--- config.mk ---
export PLATFORM = sky130hd
export DESIGN_NAME = desc_feeder
export DESIGN_NICKNAME = d
export VERILOG_FILES = /design/src/rtl/desc_feeder_pkg.sv /design/src/rtl/desc_word_fifo.sv /design/src/rtl/desc_feeder.sv
export SDC_FILE = /design/constraint.sdc
export NUM_CORES = 1
export LEC_CHECK = 0
export BUFFER_PORTS_ARGS = -buffer_cell sky130_fd_sc_hd__buf_2
export CAP_MARGIN = 20
export CORE_MARGIN = 2
export CORE_UTILIZATION = 35
export DETAILED_ROUTE_END_ITERATION = 8
export SKIP_LAST_GASP = 1
export SLEW_MARGIN = 20
export SYNTH_ARGS = -nofsm -noshare
export SYNTH_HDL_FRONTEND = slang
export SYNTH_HIERARCHICAL = 1
export SYNTH_SLANG_ARGS = --single-unit
--- constraint.sdc ---
create_clock -name clk -period 3 [get_ports clk]
set_input_delay 0.6 -clock clk [delete_from_list [all_inputs] [get_ports clk]]
set_output_delay 0.6 -clock clk [all_outputs]
set_load 0.05 [all_outputs]
--- src/rtl/desc_feeder_pkg.sv ---
// Shared types and sizing for the descriptor feeder.
// Four pixel bytes pack into one 32-bit descriptor word.
package desc_feeder_pkg;

  localparam int PIX_PER_WORD   = 4;
  localparam int WORDS_PER_DESC = 64;

  typedef enum logic [1:0] {
    OUT_IDLE,
    OUT_SEND,
    OUT_GAP
  } out_state_e;

endpackage

--- src/rtl/desc_word_fifo.sv ---
// Small FIFO of packed descriptor words.
// The head word is visible on dout whenever the FIFO is non-empty.
module desc_word_fifo #(
  parameter int W     = 32,
  parameter int DEPTH = 4,
  parameter int AW    = $clog2(DEPTH),
  parameter int CW    = $clog2(DEPTH) + 1
) (
  input  logic          clk,
  input  logic          rst,
  input  logic          push,
  input  logic [W-1:0]  din,
  input  logic          pop,
  output logic [W-1:0]  dout,
  output logic          full,
  output logic          empty,
  output logic [CW-1:0] count
);

  logic [W-1:0]  r_mem [DEPTH];
  logic [AW-1:0] r_wr;
  logic [AW-1:0] r_rd;
  logic [CW-1:0] r_cnt;
  logic          w_push;
  logic          w_pop;

  assign full   = (r_cnt == CW'(DEPTH));
  assign empty  = (r_cnt == '0);
  assign count  = r_cnt;
  assign dout   = r_mem[r_rd];
  assign w_push = push & ~full;
  assign w_pop  = pop & ~empty;

  always_ff @(posedge clk) begin
    if (w_push) r_mem[r_wr] <= din;
  end

  always_ff @(posedge clk or posedge rst) begin
    if (rst) begin
      r_wr  <= '0;
      r_rd  <= '0;
      r_cnt <= '0;
    end else begin
      if (w_push) r_wr <= r_wr + 1'b1;
      if (w_pop)  r_rd <= r_rd + 1'b1;
      unique case ({w_push, w_pop})
        2'b10:   r_cnt <= r_cnt + 1'b1;
        2'b01:   r_cnt <= r_cnt - 1'b1;
        default: r_cnt <= r_cnt;
      endcase
    end
  end

endmodule

--- src/rtl/desc_feeder.sv ---
// Packs a pixel byte stream into 32-bit descriptor words and strobes
// them to the NCC descriptor port at most once every two cycles.
module desc_feeder
  import desc_feeder_pkg::*;
#(
  parameter int NUM_PIXELS = PIX_PER_WORD * WORDS_PER_DESC,
  parameter int FIFO_DEPTH = 4
) (
  input  logic        clk,
  input  logic        rst,
  input  logic        start,
  input  logic        pix_valid,
  input  logic [7:0]  pix_data,
  output logic        pix_ready,
  output logic [31:0] desc_data_out,
  output logic        desc_data_ready,
  output logic        busy,
  output logic        desc_done
);

  localparam int NUM_WORDS = NUM_PIXELS / PIX_PER_WORD;
  localparam int PCW = $clog2(NUM_PIXELS + 1);
  localparam int WCW = $clog2(NUM_WORDS + 1);
  localparam int FCW = $clog2(FIFO_DEPTH) + 1;

  out_state_e       r_state;
  out_state_e       w_state_nxt;
  logic             r_busy;
  logic [PCW-1:0]   r_pix_cnt;
  logic [WCW-1:0]   r_strb_cnt;
  logic [1:0]       r_lane;
  logic [23:0]      r_buf;
  logic [31:0]      r_out;
  logic             w_ready;
  logic             w_accept;
  logic             w_push;
  logic             w_pop;
  logic             w_done;
  logic             w_full;
  logic             w_empty;
  logic [FCW-1:0]   w_fifo_cnt;
  logic [31:0]      w_head;

  // Stall only the word-completing byte on a full FIFO; a same-cycle pop
  // is deliberately not credited so the ready path stays shallow.
  assign w_ready  = r_busy & (r_pix_cnt < PCW'(NUM_PIXELS))
                  & ~((r_lane == 2'd3) & w_full);
  assign w_accept = pix_valid & w_ready;
  assign w_push   = w_accept & (r_lane == 2'd3);

  desc_word_fifo #(
    .W     (32),
    .DEPTH (FIFO_DEPTH)
  ) u_fifo (
    .clk   (clk),
    .rst   (rst),
    .push  (w_push),
    .din   ({r_buf, pix_data}),
    .pop   (w_pop),
    .dout  (w_head),
    .full  (w_full),
    .empty (w_empty),
    .count (w_fifo_cnt)
  );

  always_comb begin
    w_state_nxt = r_state;
    w_pop       = 1'b0;
    unique case (r_state)
      OUT_IDLE: begin
        if (!w_empty) begin
          w_pop       = 1'b1;
          w_state_nxt = OUT_SEND;
        end
      end
      OUT_SEND: w_state_nxt = OUT_GAP;
      OUT_GAP: begin
        if (!w_empty) begin
          w_pop       = 1'b1;
          w_state_nxt = OUT_SEND;
        end else begin
          w_state_nxt = OUT_IDLE;
        end
      end
      default: w_state_nxt = OUT_IDLE;
    endcase
  end

  assign w_done = (r_state == OUT_GAP) & (r_strb_cnt == WCW'(NUM_WORDS))
                & (w_fifo_cnt == '0);

  always_ff @(posedge clk or posedge rst) begin
    if (rst) begin
      r_state    <= OUT_IDLE;
      r_busy     <= 1'b0;
      r_pix_cnt  <= '0;
      r_strb_cnt <= '0;
      r_lane     <= '0;
      r_buf      <= '0;
      r_out      <= '0;
    end else begin
      r_state <= w_state_nxt;
      if (w_pop) r_out <= w_head;
      if (start && !r_busy) begin
        r_busy     <= 1'b1;
        r_pix_cnt  <= '0;
        r_strb_cnt <= '0;
        r_lane     <= '0;
      end else begin
        if (w_done) r_busy <= 1'b0;
        if (w_accept) begin
          r_pix_cnt <= r_pix_cnt + 1'b1;
          r_lane    <= r_lane + 1'b1;
          r_buf     <= {r_buf[15:0], pix_data};
        end
        if (r_state == OUT_SEND && r_strb_cnt < WCW'(NUM_WORDS))
          r_strb_cnt <= r_strb_cnt + 1'b1;
      end
    end
  end

  assign pix_ready       = w_ready;
  assign desc_data_out   = r_out;
  assign desc_data_ready = (r_state == OUT_SEND);
  assign busy            = r_busy;
  assign desc_done       = w_done;

endmodule

==> results of run 1 <==
[cells in the final DEF, fill, tap and decap left out, drive strengths merged, types with 2 or more instances in the layout]
cell | Yosys | layout
a21oi | 3 | 3
and2 | 6 | 6
and2b | 2 | 2
and3 | 3 | 3
buf | 15 | 58
bufinv | 0 | 2
clkbuf | 3 | 33
clkinv | 0 | 6
dfrtp | 84 | 84
edfxtp | 128 | 128
ha | 9 | 9
inv | 15 | 14
mux2 | 33 | 33
mux2i | 3 | 3
mux4 | 32 | 32
nand2 | 87 | 87
nand2b | 2 | 2
nand3 | 7 | 7
nand4 | 5 | 5
nor2 | 11 | 11
nor3 | 4 | 4
nor3b | 2 | 2
nor4 | 2 | 2
o21ai | 7 | 7
or3 | 2 | 2
xnor2 | 8 | 8
xor2 | 4 | 4
[cell usage after synthesis, types with 2 or more instances]
cell	count	area, µm²
edfxtp_1	128	3840
nand2_1	87	327
dfrtp_1	84	2100
mux2_2	33	372
mux4_2	28	631
inv_1	15	56.3
nor2_1	10	37.5
buf_2	9	45.0
ha_1	9	113
xnor2_1	8	70.1
nand3_1	7	35.0
o21ai_0	7	35.0
and2_1	6	37.5
nand4_1	5	31.3
mux4_1	4	105
nor3_1	4	20.0
xor2_1	4	35.0
a21oi_1	3	15.0
buf_12	3	60.1
clkbuf_1	3	11.3
mux2i_1	3	30.0
and2b_2	2	17.5
and3_1	2	12.5
buf_4	2	15.0
nand2b_1	2	12.5
nor4_1	2	12.5
or3_1	2	12.5
[layout make-up]
type / instances / area share [%]
Clock inverter: 7 / 0.917
Clock buffer: 33 / 6.63
Sequential cell: 212 / 62.3
Inverter: 15 / 0.603
Multi-Input combinational cell: 240 / 21.8
Timing Repair Buffer: 58 / 3.59
Tap cell: 319 / 4.18
[cells by family after synthesis]
kind of cell / after synthesis
flip-flops: 212
XOR/XNOR: 12
AO/OA/AOI/OAI: 13
adder cells (fa/ha/maj): 10
multiplexers: 68
buffers and inverters: 33
AND/OR/NAND/NOR: 137
[per-stage QoR]
| stage | worst slack, ns | cells | total power (µW) |
|---|---|---|---|
| 6_report | 0.320 | 884 | 10100 |
| 5_1_grt | 0.101 | 884 | 10700 |
| 4_1_cts | 0.326 | 884 | 10300 |
| 3_5_place_dp | 0.341 | 844 | 7580 |
| 3_3_place_gp | 0.407 | 844 | 7460 |
| 2_1_floorplan | 0.226 | 485 | 6810 |
[worst paths after layout]
check / start / endpoint / slack (ns) / cells after the start
max in group asynchronous: rst / r_buf[1] / 2.02 / 3
min: rst / u_fifo/r_rd[1] / 0.09 / 2
max reg2reg: u_fifo/count[0] / u_fifo/count[2] / 0.32 / 12
max: u_fifo/count[0] / u_fifo/count[2] / 0.32 / 12
min reg2reg: desc_data_out[14] / desc_data_out[14] / 0.50 / 1
min in group clk: pix_data[0] / u_fifo/r_mem[2][0] / 0.33 / 1
[layer usage]
layer	global-route usage (%)	part of all wire [%]
met4	3.42	2.1
met2	21.8	50
met3	2.31	4.4
met5	0	0
met1	16.2	43
[sequential cells by signal, indices dropped and copies added, names as in the netlist]
signal and flops:
busy 1, r_buf 24, r_pix_cnt 9, r_state 2, desc_data_out 32, u_fifo/r_rd 2
u_fifo/r_mem 128, u_fifo/r_wr 2, r_lane 2, u_fifo/count 3, r_strb_cnt 7
[power groups by stage]
| stage | registers, µW | logic, µW | clock network [µW] |
|---|---|---|---|
| finish | 4310 | 3140 | 2680 |
| global placement | 4320 | 3140 | 0 |
| floorplan | 4950 | 1860 | 0 |
| global route | 4400 | 3410 | 2870 |
| CTS | 4320 | 3220 | 2750 |
| detailed placement | 4370 | 3210 | 0 |
==> metrics.cfg, run 1 <==
[yosys]
synth_fp_nets=507
ys_ff_latch=212
synth_edf_count=128
synth-xor-area-share_pct=1.28
synthArstFlopShare_pct=39.6
synth_top_family_by_area=multiplexers
synth_cell_types=40
ys.flop_type=edfxtp_1
synth_area_um2=8220
syn_inst=485
yosys_warnings=6
ys_seq_area_share_pct=72.3
avgSynthCellArea_um2=16.9
synth_compound_area_share_pct=0.883
synth-simple-area-share_pct=7.64
synth-adder-area-share_pct=1.61
yosys-mux-area-fraction_pct=13.8

[clock_tree]
clock_latency_ns=0.50
numClockSinks=212
cts_tree=yes
post-cts-setup-buffer-count=0
path_clk_slew_ns=0.06
cts_inserted_buffers=22
clockBufferDepth=3
root_buffer=clkbuf_16
htree_levels=1
cts_hold_buffers=0
cts_resized=0

[timing]
period_share_pct=89.3
whs_ns=0.0894
fin_setup_tns_ns=0
report.final.setup_viol=0
hold_viol_final=0
rsz0062_at_grt=false
max_freq_ghz=0.373
fin_skew_ns=0.0136
fin_crit_ns=2.68
worst_pin_slew_ns=0.683
slew_viol_final=0
relSlewSlack_pct=54.4

[worst_setup_path]
critPathKind=flop to flop
cp_data_arrival_time_ns=3.10
cp-start-kind=flop
crit_fanout=7
crit_chain=nor3b_2 > nand2_1 > and3_1 > and2_1 > nor2b_2 > inv_1 > ha_1 > inv_1 > fa_1 > xor2_1 > nor2_1 > xor2_1
crit_family=simple AND/OR/NAND/NOR gates
critPathSlowestCell=dfrtp_1
crit_required_ns=3.42
critPathBufInv=2
slowest_delay_ns=0.45
crit_path_end_kind=flop

[final_layout]
seq_area_um2=5950
fill_cells=2155
nNetsFinal=571
multi_input_area_um2=2080
diodes=0
postLayoutCoreUtil_pct=41.0
fin_area_um2=9550
syn_to_final_growth_pct=16.1
drive_above_1_share_pct=28.3

[floorplanning]
die_area_um2=24700
core-area_um2=23300
die_w_um=157
pin_count=48
die_h_um=157
start_util_pct=35.3
rows=56

[global_route]
overflow=0
grt_max_degree=38
grt_pass1_wl_mm=24.2
grt.total_usage_pct=12.5
antenna_found_initial=0
grt_pass1_vias=4493

[status]
outcome=finished clean

[placement]
dp.final_hpwl_mm=8.82
place.gp.congestion=0.744
portBuffers=47
placed_area_um2=8830

[drt]
viasPerCell=4.67
routedWlPerCell_um=16.6
drc=0
ant_nets=0
num_vias=4129
dr.pass1.iters=4
dr.first_iter.drc_count=240
wl_mm=14.7

[power]
seqPwrFrac_pct=42.5
p_clk_share_pct=26.4
p_leak_uw=0.00369
internal_power_uw=6700
ir_drop_v=0.000463
power_density_nw_per_um2=1060
switching_share_pct=33.8
p_comb_share_pct=31.0
switching_power_uw=3430

[job]
cap_violations=0

[hold_path]
hold_class=input port to async pin

Power figures use the tool's default switching activity.
==> run 2: changes to the inputs <==
- BUFFER_PORTS_ARGS: -buffer_cell sky130_fd_sc_hd__buf_2 -> not set
- DONT_BUFFER_PORTS: not set -> 1
- SYNTH_HIERARCHICAL: 1 -> not set
==> run 2 against run 1 <==
Compared with the run above:
- core utilization shrank 0.050 points
- fmax shrank 3.4%
- critical path depth shrank 10
- area after synthesis shrank 0.75%
- global-route usage shrank 0.77 points
- critical path type is now flop to primary output
- critical endpoint is now desc_done
==> metrics.cfg, run 2 <==
[status]
outcome=finished clean  ; unchanged

[yosys]
synth_edf_count=128  ; unchanged
synth_top_cell_area_share_pct=47.1  ; was 46.8%
synth_fp_nets=451  ; was 507
yosys.area.top_type=edfxtp_1  ; unchanged
yosysMostFrequentCell=edfxtp_1  ; unchanged
ys_top_cells_by_count=edfxtp_1, dfrtp_1, mux2_2  ; was edfxtp_1, nand2_1, dfrtp_1
ys_ff_latch=212  ; unchanged
syn_inst=429  ; was 485
synthArstFlopShare_pct=39.6  ; unchanged
synth_area_leaders=edfxtp_1, dfrtp_1, mux4_2, mux2_2, ha_1  ; was edfxtp_1, dfrtp_1, mux4_2, mux2_2, nand2_1
synth_cell_types=38  ; was 40
yosys_warnings=0  ; was 6
ys.flop_type=edfxtp_1  ; unchanged
avgSynthCellArea_um2=19.0  ; was 16.9 µm²
synth_area_um2=8160  ; was 8220 µm²
ys_seq_area_share_pct=72.9  ; was 72.3%

[timing]
slew_viol_final=0  ; unchanged
fin_skew_ns=0.0155  ; was 0.0136 ns
period_share_pct=92.5  ; was 89.3%
rsz0062_at_grt=false  ; unchanged
hold_viol_final=0  ; unchanged
max_freq_ghz=0.360  ; was 0.373 GHz
fin_crit_ns=2.78  ; was 2.68 ns
report.final.setup_viol=0  ; unchanged
worst_pin_slew_ns=1.04  ; was 0.683 ns
fin_setup_tns_ns=0  ; unchanged
relSlewSlack_pct=29.9  ; was 54.4%

[placement]
place.gp.congestion=0.751  ; was 0.744
dp.final_hpwl_mm=7.96  ; was 8.82 mm
portBuffers=0  ; was 47

[global_route]
antenna_found_initial=0  ; unchanged
grt_pass1_wl_mm=22.2  ; was 24.2 mm
grt_max_degree=49  ; was 38
grt_pass1_vias=4067  ; was 4493
grt.total_usage_pct=11.8  ; was 12.5%
overflow=0  ; unchanged

[final_layout]
drive_above_1_share_pct=31.0  ; was 28.3%
fill_cells=2033  ; was 2155
top_register=u_fifo.r_mem  ; was u_fifo/r_mem
diodes=0  ; unchanged
seq_area_um2=5950  ; unchanged
multi_input_area_um2=2110  ; was 2080 µm²
final_common_cell=edfxtp_1  ; unchanged
most-common-layout-cells=edfxtp_1, dfrtp_1, mux2_2, mux4_2, clkbuf_16  ; was edfxtp_1, nand2_1, dfrtp_1, buf_2, mux2_2
syn_to_final_growth_pct=14.4  ; was 16.1%
nNetsFinal=471  ; was 571
largest_reg_flops=128  ; unchanged

[drt]
dr.first_iter.drc_count=207  ; was 240
dr.pass1.iters=4  ; unchanged
wl_mm=14.0  ; was 14.7 mm
viasPerCell=4.85  ; was 4.67
ant_nets=0  ; unchanged
routedWlPerCell_um=18.0  ; was 16.6 µm
drc=0  ; unchanged
num_vias=3773  ; was 4129

[power]
power_density_nw_per_um2=1090  ; was 1060 nW/µm²
internal_power_uw=6710  ; was 6700 µW
p_leak_uw=0.00336  ; was 0.00369 µW
ir_drop_v=0.000465  ; was 0.000463 V
switching_power_uw=3440  ; was 3430 µW
switching_share_pct=33.9  ; was 33.8%
p_comb_share_pct=22.1  ; was 31.0%
p_total_uw=10200  ; was 10100 µW
p_clk_share_pct=26.5  ; was 26.4%
seqPwrFrac_pct=51.4  ; was 42.5%

[worst_setup_path]
r2r_slack_ns=0.65  ; was 0.32 ns
critPathSlowestCell=and3_1  ; was dfrtp_1
cp_data_arrival_time_ns=2.18  ; was 3.10 ns
critPathKind=flop to primary output  ; was flop to flop
crit_path_end_kind=primary output  ; was flop
critPathBufInv=0  ; was 2
r2r-end=u_fifo.count[2]  ; was u_fifo/count[2]
crit_fanout=5  ; was 7
r2r_start=r_pix_cnt[8]  ; was u_fifo/count[0]
crit_family=simple AND/OR/NAND/NOR gates  ; unchanged
cp-start-kind=flop  ; unchanged
reg2reg_depth=9  ; was 12
crit_required_ns=2.40  ; was 3.42 ns
slowest_delay_ns=0.62  ; was 0.45 ns
crit_chain=nor3_1 > and3_1  ; was nor3b_2 > nand2_1 > and3_1 > and2_1 > nor2b_2 > inv_1 > ha_1 > inv_1 > fa_1 > xor2_1 > nor2_1 > xor2_1

[floorplanning]
rows=55  ; was 56
core-area_um2=22800  ; was 23300 µm²
die_h_um=157  ; about the same
pin_count=48  ; unchanged
die_area_um2=24500  ; was 24700 µm²
die_w_um=157  ; about the same
start_util_pct=35.8  ; was 35.3%

[clock_tree]
numClockSinks=212  ; unchanged
post-cts-setup-buffer-count=0  ; unchanged
cts_resized=0  ; unchanged
root_buffer=clkbuf_16  ; unchanged
htree_levels=1  ; unchanged
path_clk_slew_ns=0.06  ; about the same
cts_hold_buffers=0  ; unchanged
cts_inserted_buffers=22  ; unchanged
cts_tree=yes  ; unchanged
clock_latency_ns=0.51  ; was 0.50 ns
clockBufferDepth=3  ; unchanged

[hold_path]
hold_class=input port to async pin  ; unchanged

[job]
cap_violations=0  ; unchanged

-- run 2: cell count changes after synthesis, sizes merged, moves of 4 or more --
| cell | previous run | this run |
|---|---|---|
| o21ai | 7 | 3 |
| inv | 15 | 10 |
| mux2i | 3 | 11 |
| nand2 | 87 | 14 |
| mux2 | 33 | 58 |
-- run 2: kinds of logic (layout without fill, tap and decap cells) --
kind of cell / Yosys count / after routing / synth area share [%]
AO/OA/AOI/OAI: 10 / 10 / 0.797
XOR/XNOR: 8 / 8 / 0.859
adder cells (fa/ha/maj): 10 / 10 / 1.63
buffers and inverters: 27 / 63 / 1.46
flip-flops: 212 / 212 / 72.9
multiplexers: 101 / 101 / 18.2
AND/OR/NAND/NOR: 61 / 61 / 4.20
-- run 2: worst reg2reg max path, stage by stage (launching register included) --
cell	delay [ns]
dfrtp_1	0.40
nand3b_1	0.32
a211oi_2	0.26
buf_4	0.17
inv_1	0.04
ha_1	0.23
fa_1	0.40
xnor2_1	0.14
nor2_1	0.12
xor2_1	0.17
-- run 2: per-layer routing --
metal  track usage [%]  wire [µm]  vias to the layer above  part of all wire (%)
li1                  -          -                     1693                     -
met1              14.2       5820                     1991                    42
met2              20.7       7140                       66                    51
met3              3.21        691                       23                   4.9
met4              3.19        315                        0                   2.3
met5                 0          0                        -                     0
-- run 2: power groups by stage --
stage / clock (µW) / sequential (µW) / combinational [µW]
after floorplan: 0 / 5080 / 1870
after global placement: 0 / 5250 / 2230
after detailed placement: 0 / 5300 / 2310
after CTS: 2770 / 5240 / 2320
after global routing: 2900 / 5320 / 2480
final: 2690 / 5220 / 2240
-- run 2: cell type report --
cell class | count | share of cell area [%]
clock buffer | 29 | 6.50
clock inverter | 11 | 1.26
inverter | 10 | 0.415
multi-input combinational | 190 | 22.6
sequential | 212 | 63.7
tap | 313 | 4.19
timing repair buffer | 13 | 1.31
-- run 2: through the flow --
stage | area [µm²] | setup WS [ns] | std cells | hold slack [ns] | utilization (%)
4_1_cts | 9340 | 0.175 | 778 | 0.0863 | 41.0
3_5_place_dp | 8610 | 0.533 | 738 | 0.466 | 37.8
5_1_grt | 9340 | 0.0325 | 778 | 0.129 | 41.0
3_3_place_gp | 8610 | 0.641 | 738 | 0.464 | 37.8
6_report | 9340 | 0.225 | 778 | 0.0759 | 41.0
2_1_floorplan | 8160 | 0.235 | 429 | 0.453 | -
-- run 2: worst max-delay path by stage --
| stage | start | end | cells after the start |
|---|---|---|---|
| 6_report | u_fifo.count[0] | desc_done | 2 |
| 5_1_grt | r_lane[0] | pix_ready | 4 |
| 4_1_cts | u_fifo.count[0] | desc_done | 2 |
| 3_5_place_dp | pix_valid | u_fifo.count[2] | 9 |
| 3_3_place_gp | pix_valid | u_fifo.count[2] | 9 |
| 2_1_floorplan | rst | busy | 1 |
==> run 3: changes to the inputs <==
- clock period: 3 -> 2.2 ns (I/O delays scaled with it)
==> run 3 against run 2 <==
Compared with the run above:
- critical path depth is 2 higher
- die area stayed put
- clock power rose by 38%
- largest power group unchanged
- sequential power up 38%
- clock skew is 0.0086 ns higher
- sequential cell count did not move
- final area rose by 3.9%
==> metrics.cfg, run 3 (synthesis results as in run 2) <==
[global_route]
antenna_found_initial=0  ; unchanged
grt_max_degree=34  ; was 49
grt_pass1_vias=4149  ; was 4067
grt_pass1_wl_mm=23.2  ; was 22.2 mm
grt.total_usage_pct=12.3  ; was 11.8%
overflow=0  ; unchanged

[final_layout]
final_common_cell=edfxtp_1  ; unchanged
nNetsFinal=490  ; was 471
syn_to_final_growth_pct=19.0  ; was 14.4%
drive_above_1_share_pct=34.5  ; was 31.0%
largest_reg_flops=128  ; unchanged
diodes=0  ; unchanged
final_cells=797  ; was 778
most-common-layout-cells=edfxtp_1, dfrtp_1, mux2_2, mux4_2, clkbuf_16  ; unchanged
top_register=u_fifo.r_mem  ; unchanged
postLayoutCoreUtil_pct=42.6  ; was 41.0%
fill_cells=2010  ; was 2033
fin_area_um2=9710  ; was 9340 µm²

[floorplanning]
pin_count=48  ; unchanged
rows=55  ; unchanged
die_w_um=157  ; unchanged
core-area_um2=22800  ; unchanged
start_util_pct=35.8  ; unchanged
die_area_um2=24500  ; unchanged
die_h_um=157  ; unchanged

[clock_tree]
numClockSinks=212  ; unchanged
cts_inserted_buffers=22  ; unchanged
cts_tree=yes  ; unchanged
path_clk_slew_ns=0.06  ; about the same
clock_latency_ns=0.51  ; about the same
root_buffer=clkbuf_16  ; unchanged
htree_levels=1  ; unchanged
clockBufferDepth=3  ; unchanged

[timing]
worst_pin_slew_ns=0.789  ; was 1.04 ns
max_freq_ghz=0.465
fin_skew_ns=0.0241  ; was 0.0155 ns
rsz0062_at_grt=true  ; was false
relSlewSlack_pct=47.3  ; was 29.9%
fin_crit_ns=2.15
period_share_pct=97.8
slew_viol_final=0  ; unchanged
hold_viol_final=0  ; unchanged
report.final.setup_viol=0  ; unchanged

[job]
cap_violations=0  ; unchanged

[placement]
placed_area_um2=8830  ; was 8610 µm²
dp.final_hpwl_mm=8.71  ; was 7.96 mm
place.gp.congestion=0.692  ; was 0.751
portBuffers=0  ; unchanged
dp.cells=748  ; was 738

[worst_setup_path]
crit_path_end_kind=primary output  ; unchanged
crit_required_ns=1.76  ; was 2.40 ns
critPathKind=flop to primary output  ; unchanged
cp_data_arrival_time_ns=1.71  ; was 2.18 ns
crit_fanout=5  ; unchanged
cp-start-kind=flop  ; unchanged

[drt]
ant_nets=0  ; unchanged
viasPerCell=4.80  ; was 4.85
num_vias=3822  ; was 3773
drc=0  ; unchanged
routedWlPerCell_um=18.2  ; was 18.0 µm
dr.first_iter.drc_count=166  ; was 207
wl_mm=14.5  ; was 14.0 mm
dr.pass1.iters=4  ; unchanged

[hold_path]
hold_class=input port to flop  ; was input port to async pin

[power]
power_density_nw_per_um2=1460  ; was 1090 nW/µm²
p_total_uw=14200  ; was 10200 µW
p_leak_uw=0.00349  ; was 0.00336 µW
ir_drop_v=0.000583  ; was 0.000465 V

[status]
outcome=finished clean  ; unchanged

## run 3: changes by cell type in the layout (fill, tap and decap cells not counted), sizes merged
cell	before	now
buf	13	25
dlygate4sd3	0	7
clkbuf	29	34
clkinv	9	4
clkinvlp	0	2
bufinv	2	1
inv	10	9
## run 3: path summary, 6_finish.rpt
path                            depth (start not counted)  slack [ns]                 end            start
worst min register to register                          1        0.50           r_lane[0]        r_lane[0]
worst max-delay path                                    4        0.05           desc_done  u_fifo.count[1]
worst min-delay path                                    0        0.03  u_fifo.r_mem[1][0]      pix_data[0]
min in group asynchronous                               2        0.57      u_fifo.r_wr[0]              rst
max in group asynchronous                               3        1.02      u_fifo.r_rd[0]              rst
worst max register to register                          8        0.17     u_fifo.count[2]  u_fifo.count[1]
## run 3: worst max-delay path, cell delays in order (launching register included)
cell	delay, ns
dfrtp_1	0.48
nor3_4	0.27
buf_6	0.13
and3_4	0.19
buf_8	0.15
## run 3: per-layer routing
metal,track usage (%),routed length [µm],up-vias,part of all wire [%]
li1,-,-,1733,-
met1,15.8,6200,1992,43
met2,20.9,7380,78,51
met3,3.21,717,19,4.9
met4,2.84,232,0,1.6
met5,0,0,-,0
## run 3: stage by stage
stage / hold WS [ns] / setup TNS (ns) / worst slack [ns]
after global routing: 0.0000376 / -0.0264 / -0.0264
after detailed placement: 0.490 / 0 / 0.0918
after global placement: 0.472 / 0 / 0.114
after CTS: 0.000269 / 0 / 0.0269
after floorplan: 0.453 / 0 / 0.00407
final: 0.0302 / 0 / 0.0486
## run 3: layout make-up
type                       count  area [µm²]  share of cell area [%]
inverter                      10        41.3                   0.425
clock inverter                 6        66.3                   0.683
clock buffer                  34         677                    6.97
sequential                   212        5950                    61.3
multi-input combinational    190        2160                    22.3
tap                          313         392                    4.04
timing repair buffer          32         419                    4.32
## run 3: report_power, final
| group | switching (µW) | internal (µW) | total, µW |
|---|---|---|---|
| combinational | 1410 | 1860 | 3270 |
| sequential | 1910 | 5300 | 7220 |
| clock | 1460 | 2240 | 3700 |
| total | 4790 | 9400 | 14200 |
## run 3: timing repair
item	4_1_cts	5_1_grt
pin swaps	2	0
endpoints found under the hold margin	29	19
hold buffers	1	6
resized for setup	8	3
buffers inserted	3	0
setup endpoints to repair	2	2
